===== config.mk =====
export PLATFORM = sky130hd
export DESIGN_NAME = bank_access_arb
export DESIGN_NICKNAME = d
export VERILOG_FILES = /design/src/rtl/bank_access_arb.sv
export SDC_FILE = /design/constraint.sdc
export NUM_CORES = 1
export LEC_CHECK = 0
export BUFFER_PORTS_ARGS = -buffer_cell sky130_fd_sc_hd__buf_2
export CAP_MARGIN = 25
export CORE_ASPECT_RATIO = 0.5
export CORE_MARGIN = 3
export CORE_UTILIZATION = 47
export CTS_BUF_LIST = sky130_fd_sc_hd__clkbuf_16
export CTS_CLUSTER_SIZE = 16
export DETAILED_ROUTE_END_ITERATION = 7
export GPL_TIMING_DRIVEN = 0
export PLACE_DENSITY = 0.85
export SETUP_SLACK_MARGIN = 0.05
export SLEW_MARGIN = 20
export SYNTH_ARGS = -nofsm -noshare
export SYNTH_HDL_FRONTEND = slang
export SYNTH_SLANG_ARGS = --single-unit

===== constraint.sdc =====
create_clock -name clk -period 2.7 [get_ports clk]
set_input_delay 0.405 -clock clk [delete_from_list [all_inputs] [get_ports clk]]
set_output_delay 0.405 -clock clk [all_outputs]
set_load 0.01 [all_outputs]

===== src/rtl/bank_access_arb.sv =====
// rtl/bank_access_arb.sv - two-port arbiter and sequencer for a single-cycle SRAM bank
//
// Purpose: zero-fills the bank after reset or clear, then arbitrates host/DMA (port 0)
// and compute engine (port 1) onto the bank, one access per clock, returning read data
// one cycle after the bank access cycle.
//
// Ports:
//   clk, rst                 clock (also bank phase clock), synchronous active-high reset
//   clear                    one-cycle pulse restarting the zero-fill
//   init_done                zero-fill complete, requests accepted
//   req_valid/ready/we[1:0]  per-port request handshake and op (1 = write)
//   req_addr0/1, req_wdata0/1 per-port address and write data
//   resp_valid[1:0]          one-cycle read-data strobe for the requesting port
//   resp_rdata               shared read data, qualified by resp_valid
//   bank_cs/w_en/addr/wdata  registered bank controls
//   bank_rdata               bank sense output, valid at the edge ending a read cycle
module bank_access_arb #(
    parameter int ADDR_W = 6,
    parameter int DATA_W = 32
) (
    input  logic              clk,
    input  logic              rst,
    input  logic              clear,
    output logic              init_done,
    input  logic [1:0]        req_valid,
    output logic [1:0]        req_ready,
    input  logic [1:0]        req_we,
    input  logic [ADDR_W-1:0] req_addr0,
    input  logic [ADDR_W-1:0] req_addr1,
    input  logic [DATA_W-1:0] req_wdata0,
    input  logic [DATA_W-1:0] req_wdata1,
    output logic [1:0]        resp_valid,
    output logic [DATA_W-1:0] resp_rdata,
    output logic              bank_cs,
    output logic              bank_w_en,
    output logic [ADDR_W-1:0] bank_addr,
    output logic [DATA_W-1:0] bank_wdata,
    input  logic [DATA_W-1:0] bank_rdata
);

    localparam logic [ADDR_W-1:0] LAST_ADDR = '1;

    typedef enum logic {
        INIT,
        RUN
    } state_t;

    state_t            state;
    state_t            state_nxt;
    logic [ADDR_W-1:0] fill_cnt;
    logic              rr_last;
    logic [1:0]        rd_pend;   // one-hot port of a read currently in its bank cycle
    logic [1:0]        grant;
    logic              accept;
    logic              gnt_port;

    always_comb begin
        state_nxt = state;
        grant     = 2'b00;
        case (state)
            INIT: begin
                if (!clear && fill_cnt == LAST_ADDR) begin
                    state_nxt = RUN;
                end
            end
            RUN: begin
                if (clear) begin
                    state_nxt = INIT;
                end else if (req_valid == 2'b11) begin
                    // Both contending: favour the port that did not win last.
                    grant = rr_last ? 2'b01 : 2'b10;
                end else begin
                    grant = req_valid;
                end
            end
            default: state_nxt = INIT;
        endcase
    end

    assign req_ready = grant;
    assign accept    = |grant;
    assign gnt_port  = grant[1];

    always_ff @(posedge clk) begin
        if (rst) begin
            state      <= INIT;
            fill_cnt   <= '0;
            rr_last    <= 1'b1;
            init_done  <= 1'b0;
            rd_pend    <= 2'b00;
            resp_valid <= 2'b00;
            resp_rdata <= '0;
            bank_cs    <= 1'b0;
            bank_w_en  <= 1'b0;
            bank_addr  <= '0;
            bank_wdata <= '0;
        end else begin
            state <= state_nxt;

            // Response path runs independently of state so a read issued just
            // before a clear still returns its data.
            resp_valid <= rd_pend;
            if (|rd_pend) begin
                resp_rdata <= bank_rdata;
            end
            rd_pend <= 2'b00;

            case (state)
                INIT: begin
                    if (clear) begin
                        fill_cnt  <= '0;
                        bank_cs   <= 1'b0;
                        bank_w_en <= 1'b0;
                    end else begin
                        bank_cs    <= 1'b1;
                        bank_w_en  <= 1'b1;
                        bank_addr  <= fill_cnt;
                        bank_wdata <= '0;
                        fill_cnt   <= fill_cnt + 1'b1;   // wraps to 0 after the last word
                        if (fill_cnt == LAST_ADDR) begin
                            init_done <= 1'b1;
                        end
                    end
                end
                RUN: begin
                    if (clear) begin
                        fill_cnt  <= '0;
                        init_done <= 1'b0;
                        bank_cs   <= 1'b0;
                        bank_w_en <= 1'b0;
                    end else if (accept) begin
                        bank_cs    <= 1'b1;
                        bank_w_en  <= req_we[gnt_port];
                        bank_addr  <= gnt_port ? req_addr1 : req_addr0;
                        bank_wdata <= gnt_port ? req_wdata1 : req_wdata0;
                        rr_last    <= gnt_port;
                        rd_pend    <= req_we[gnt_port] ? 2'b00 : grant;
                    end else begin
                        // Idle/precharge cycle; address and data hold.
                        bank_cs   <= 1'b0;
                        bank_w_en <= 1'b0;
                    end
                end
                default: begin
                    bank_cs   <= 1'b0;
                    bank_w_en <= 1'b0;
                end
            endcase
        end
    end

endmodule


==> impl_metrics.env <==
export IMPL_result_of_the_run="finished, final reports clean"
export IMPL_cellInternalPower_w=0.00216
export IMPL_core_sq_um=6810
export IMPL_syn_num_nets=469
export IMPL_fp_dieArea_sq_um=8290
export IMPL_powerDensity_nw_per_um2=572
export IMPL_clk_insertion_delay_late_ns=0.33
export IMPL_post_cts_resized_instances=0
export IMPL_grt_pass1_vias=3145
export IMPL_initial_utilization_pct=49.5
export IMPL_placement_rows=21
export IMPL_switching_share_pct=20.4
export IMPL_vdd_drop_max_uv=342
export IMPL_worstPathRequired_ns=2.30
export IMPL_firstDrtPassIters=4
export IMPL_dpl_hpwl_um=6940
export IMPL_synth_warnings=0
export IMPL_cap_violations=0
export IMPL_r2r_cells=4
export IMPL_fmaxAchievable_ghz=0.503
export IMPL_drtIter0Drc=104
export IMPL_slew_violations=0
export IMPL_setup_slack_of_the_critical_path_after_layout_ns=0.710
export IMPL_grt_usage_pct=20.9
export IMPL_share_clk_of_total_power_pct=46.5
export IMPL_critPathMaxFanout=10
export IMPL_period_needed_ns=1.99
export IMPL_drt_antenna_violating_nets=0
export IMPL_numnets_final=670
export IMPL_dpl_worst_slack_ns=0.731
export IMPL_tritoncts_num_buffers=9
export IMPL_setup_worst_path_class="input pin to output port"
export IMPL_place_gp_congestion=0.842
export IMPL_hold_worst_slack_ns=0.251
export IMPL_cts_root_buffer="sky130_fd_sc_hd__clkbuf_16"
export IMPL_postSynth_asyncResetShare_pct=0
export IMPL_die_height_um=65.9
export IMPL_cts_htree_levels=3
export IMPL_setup_tns_final_ns=0
export IMPL_timing_critical_path_from_type="input pin"
export IMPL_worstHoldPathCells=2
export IMPL_seq_power_share_pct=46.5
export IMPL_cp_arrival_ns=1.58
export IMPL_chipWidth_um=126
export IMPL_syn_avg_cell_area_sq_um=9.55
export IMPL_clk_transition_reported_paths_ns=0.06
export IMPL_antenna_fix_cells=0
export IMPL_finalCritPeriodShare_pct=73.7
export IMPL_route_detailed_vias_per_inst=5.05
export IMPL_grt_start_max_net_pins=14
export IMPL_grt_antenna_before_repair=0
export IMPL_timing_hold_violations_final=0
export IMPL_end_kind="output port"
export IMPL_total_congestion_overflow_after_global_routing=0
export IMPL_cts_tree="built"
export IMPL_synth_ff_type="sky130_fd_sc_hd__dfxtp_1"
export IMPL_edff_count_synth=0
export IMPL_post_cts_repair_setup_buffers=0
export IMPL_synthCells=353
export IMPL_comb_power_share_pct=7.0
export IMPL_ys_ff_latch=85
export IMPL_grt_setup_unrepaired="false"
export IMPL_power_leakage_nw=2.29
export IMPL_finalSetupViolCount=0
export IMPL_post_synthesis_cell_area_sq_um=3370
export IMPL_hold_class="input pin to flip-flop"
export IMPL_tightestPinTransition_ns=0.448
export IMPL_area_growth_pct=40.7
export IMPL_wl_per_cell_um=13.8
export IMPL_numPortBuffers=190
export IMPL_synth_seq_area_share_pct=50.5
export IMPL_clock_sinks=85
export IMPL_multi_input_area_sq_um=1500
export IMPL_routed_wl_um=8970
export IMPL_cts_root_to_sink_buffers=2
export IMPL_max_slew_margin_pct=70.1
export IMPL_route_detailed_drc=0
export IMPL_wire_length_of_the_first_global_routing_pass_um=14300
export IMPL_fin_skew_ns=0.00428
export IMPL_p_sw_w=0.000553
export IMPL_drive_gt1_share_pct=39.2
export IMPL_regArea_sq_um=1700
export IMPL_synth_cell_type_count=41
export IMPL_holdBufCountCts=0
export IMPL_detailroute_via_count=3290
export IMPL_top_level_ports=192
export IMPL_fill_cells=570
stage by stage:
| stage | util [%] | power [W] | instances | instance area, sq um |
|---|---|---|---|---|
| 6_report | 69.7 | 0.00271 | 651 | 4740 |
| 5_1_grt | 69.7 | 0.00281 | 651 | 4740 |
| 4_1_cts | 69.7 | 0.00274 | 651 | 4740 |
| 3_5_place_dp | 65.2 | 0.00148 | 635 | 4440 |
| 3_3_place_gp | 65.2 | 0.00148 | 635 | 4440 |
| 2_1_floorplan | - | 0.00138 | 353 | 3370 |
Yosys cell counts, types with 5 or more instances:
library cell | n | area share (%)
sky130_fd_sc_hd__o2bb2ai_1 | 31 | 8.1
sky130_fd_sc_hd__a21oi_1 | 36 | 5.3
sky130_fd_sc_hd__a221oi_1 | 5 | 1.3
sky130_fd_sc_hd__and2_1 | 6 | 1.1
sky130_fd_sc_hd__dfxtp_1 | 85 | 50
sky130_fd_sc_hd__nor2_1 | 13 | 1.4
sky130_fd_sc_hd__o32ai_1 | 5 | 1.3
sky130_fd_sc_hd__mux2i_1 | 32 | 9.5
sky130_fd_sc_hd__nand2_1 | 68 | 7.6
sky130_fd_sc_hd__clkbuf_1 | 14 | 1.6
sky130_fd_sc_hd__buf_6 | 5 | 1.7
sky130_fd_sc_hd__inv_1 | 8 | 0.89
power by group through the flow:
stage / registers (W) / clock network (W) / logic, W
floorplan: 0.00129 / 0 / 0.0000877
global placement: 0.00129 / 0 / 0.000188
detailed placement: 0.00129 / 0 / 0.000192
CTS: 0.00126 / 0.00128 / 0.000193
global route: 0.00126 / 0.00134 / 0.000211
finish: 0.00126 / 0.00126 / 0.000191
sequential cells by signal, summed over array words and instances, names as in the netlist:
name        flops
rd_pend         2
bank_cs         1
bank_addr       6
state           1
init_done       1
bank_wdata     32
bank_w_en       1
resp_valid      2
rr_last         1
resp_rdata     32
fill_cnt        6
metal layers:
layer | global-route usage, % | wire length, um | up-vias
met3 | 6.77 | 683 | 10
met1 | 24.8 | 3870 | 1513
met5 | 0 | 0 | -
met2 | 37.2 | 4300 | 121
met4 | 5.61 | 119 | 0
li1 | - | - | 1646
cell families (layout without fill, tap and decap cells):
group	after synthesis	in the layout	share of synthesized area, %
multiplexers	32	32	9.50
AO/OA/AOI/OAI	91	91	19.4
XOR/XNOR	3	3	0.779
AND/OR/NAND/NOR	108	108	14.4
adder cells (fa/ha/maj)	1	1	0.371
buffers and inverters	33	239	5.12
flip-flops	85	85	50.5
cell usage in the layout, fill, tap and decap left out, types with 6 or more instances in the layout:
| cell | instances |
|---|---|
| sky130_fd_sc_hd__clkbuf_16 | 9 |
| sky130_fd_sc_hd__inv_1 | 9 |
| sky130_fd_sc_hd__nand2_1 | 68 |
| sky130_fd_sc_hd__a21oi_1 | 36 |
| sky130_fd_sc_hd__o2bb2ai_1 | 31 |
| sky130_fd_sc_hd__buf_2 | 192 |
| sky130_fd_sc_hd__dfxtp_1 | 85 |
| sky130_fd_sc_hd__nor2_1 | 13 |
| sky130_fd_sc_hd__clkbuf_1 | 14 |
| sky130_fd_sc_hd__mux2i_1 | 32 |
| sky130_fd_sc_hd__and2_1 | 6 |
cell type report:
| type | count | area share [%] |
|---|---|---|
| buffer | 25 | 3.01 |
| tap | 92 | 2.43 |
| clock buffer | 9 | 4.75 |
| clock inverter | 7 | 1.71 |
| inverter | 8 | 0.633 |
| timing repair buffer | 190 | 20.0 |
| multi-input combinational | 235 | 31.6 |
| sequential | 85 | 35.9 |
worst max-delay path, stage by stage:
cell                      delay, ns
sky130_fd_sc_hd__buf_2         0.09
sky130_fd_sc_hd__buf_2         0.18
sky130_fd_sc_hd__a21bo_2       0.26
sky130_fd_sc_hd__buf_4         0.19
sky130_fd_sc_hd__buf_6         0.16
sky130_fd_sc_hd__nor2_1        0.12
sky130_fd_sc_hd__buf_2         0.16
worst paths after layout:
kind | start | endpoint | slack, ns
worst max-delay path | req_valid[1] | req_ready[1] | 0.71
worst min-delay path | req_we[1] | rd_pend[1] | 0.25
worst max register to register | state | bank_wdata[8] | 1.11
worst min register to register | resp_rdata[2] | resp_rdata[2] | 0.44
Power figures use the tool's default switching activity.
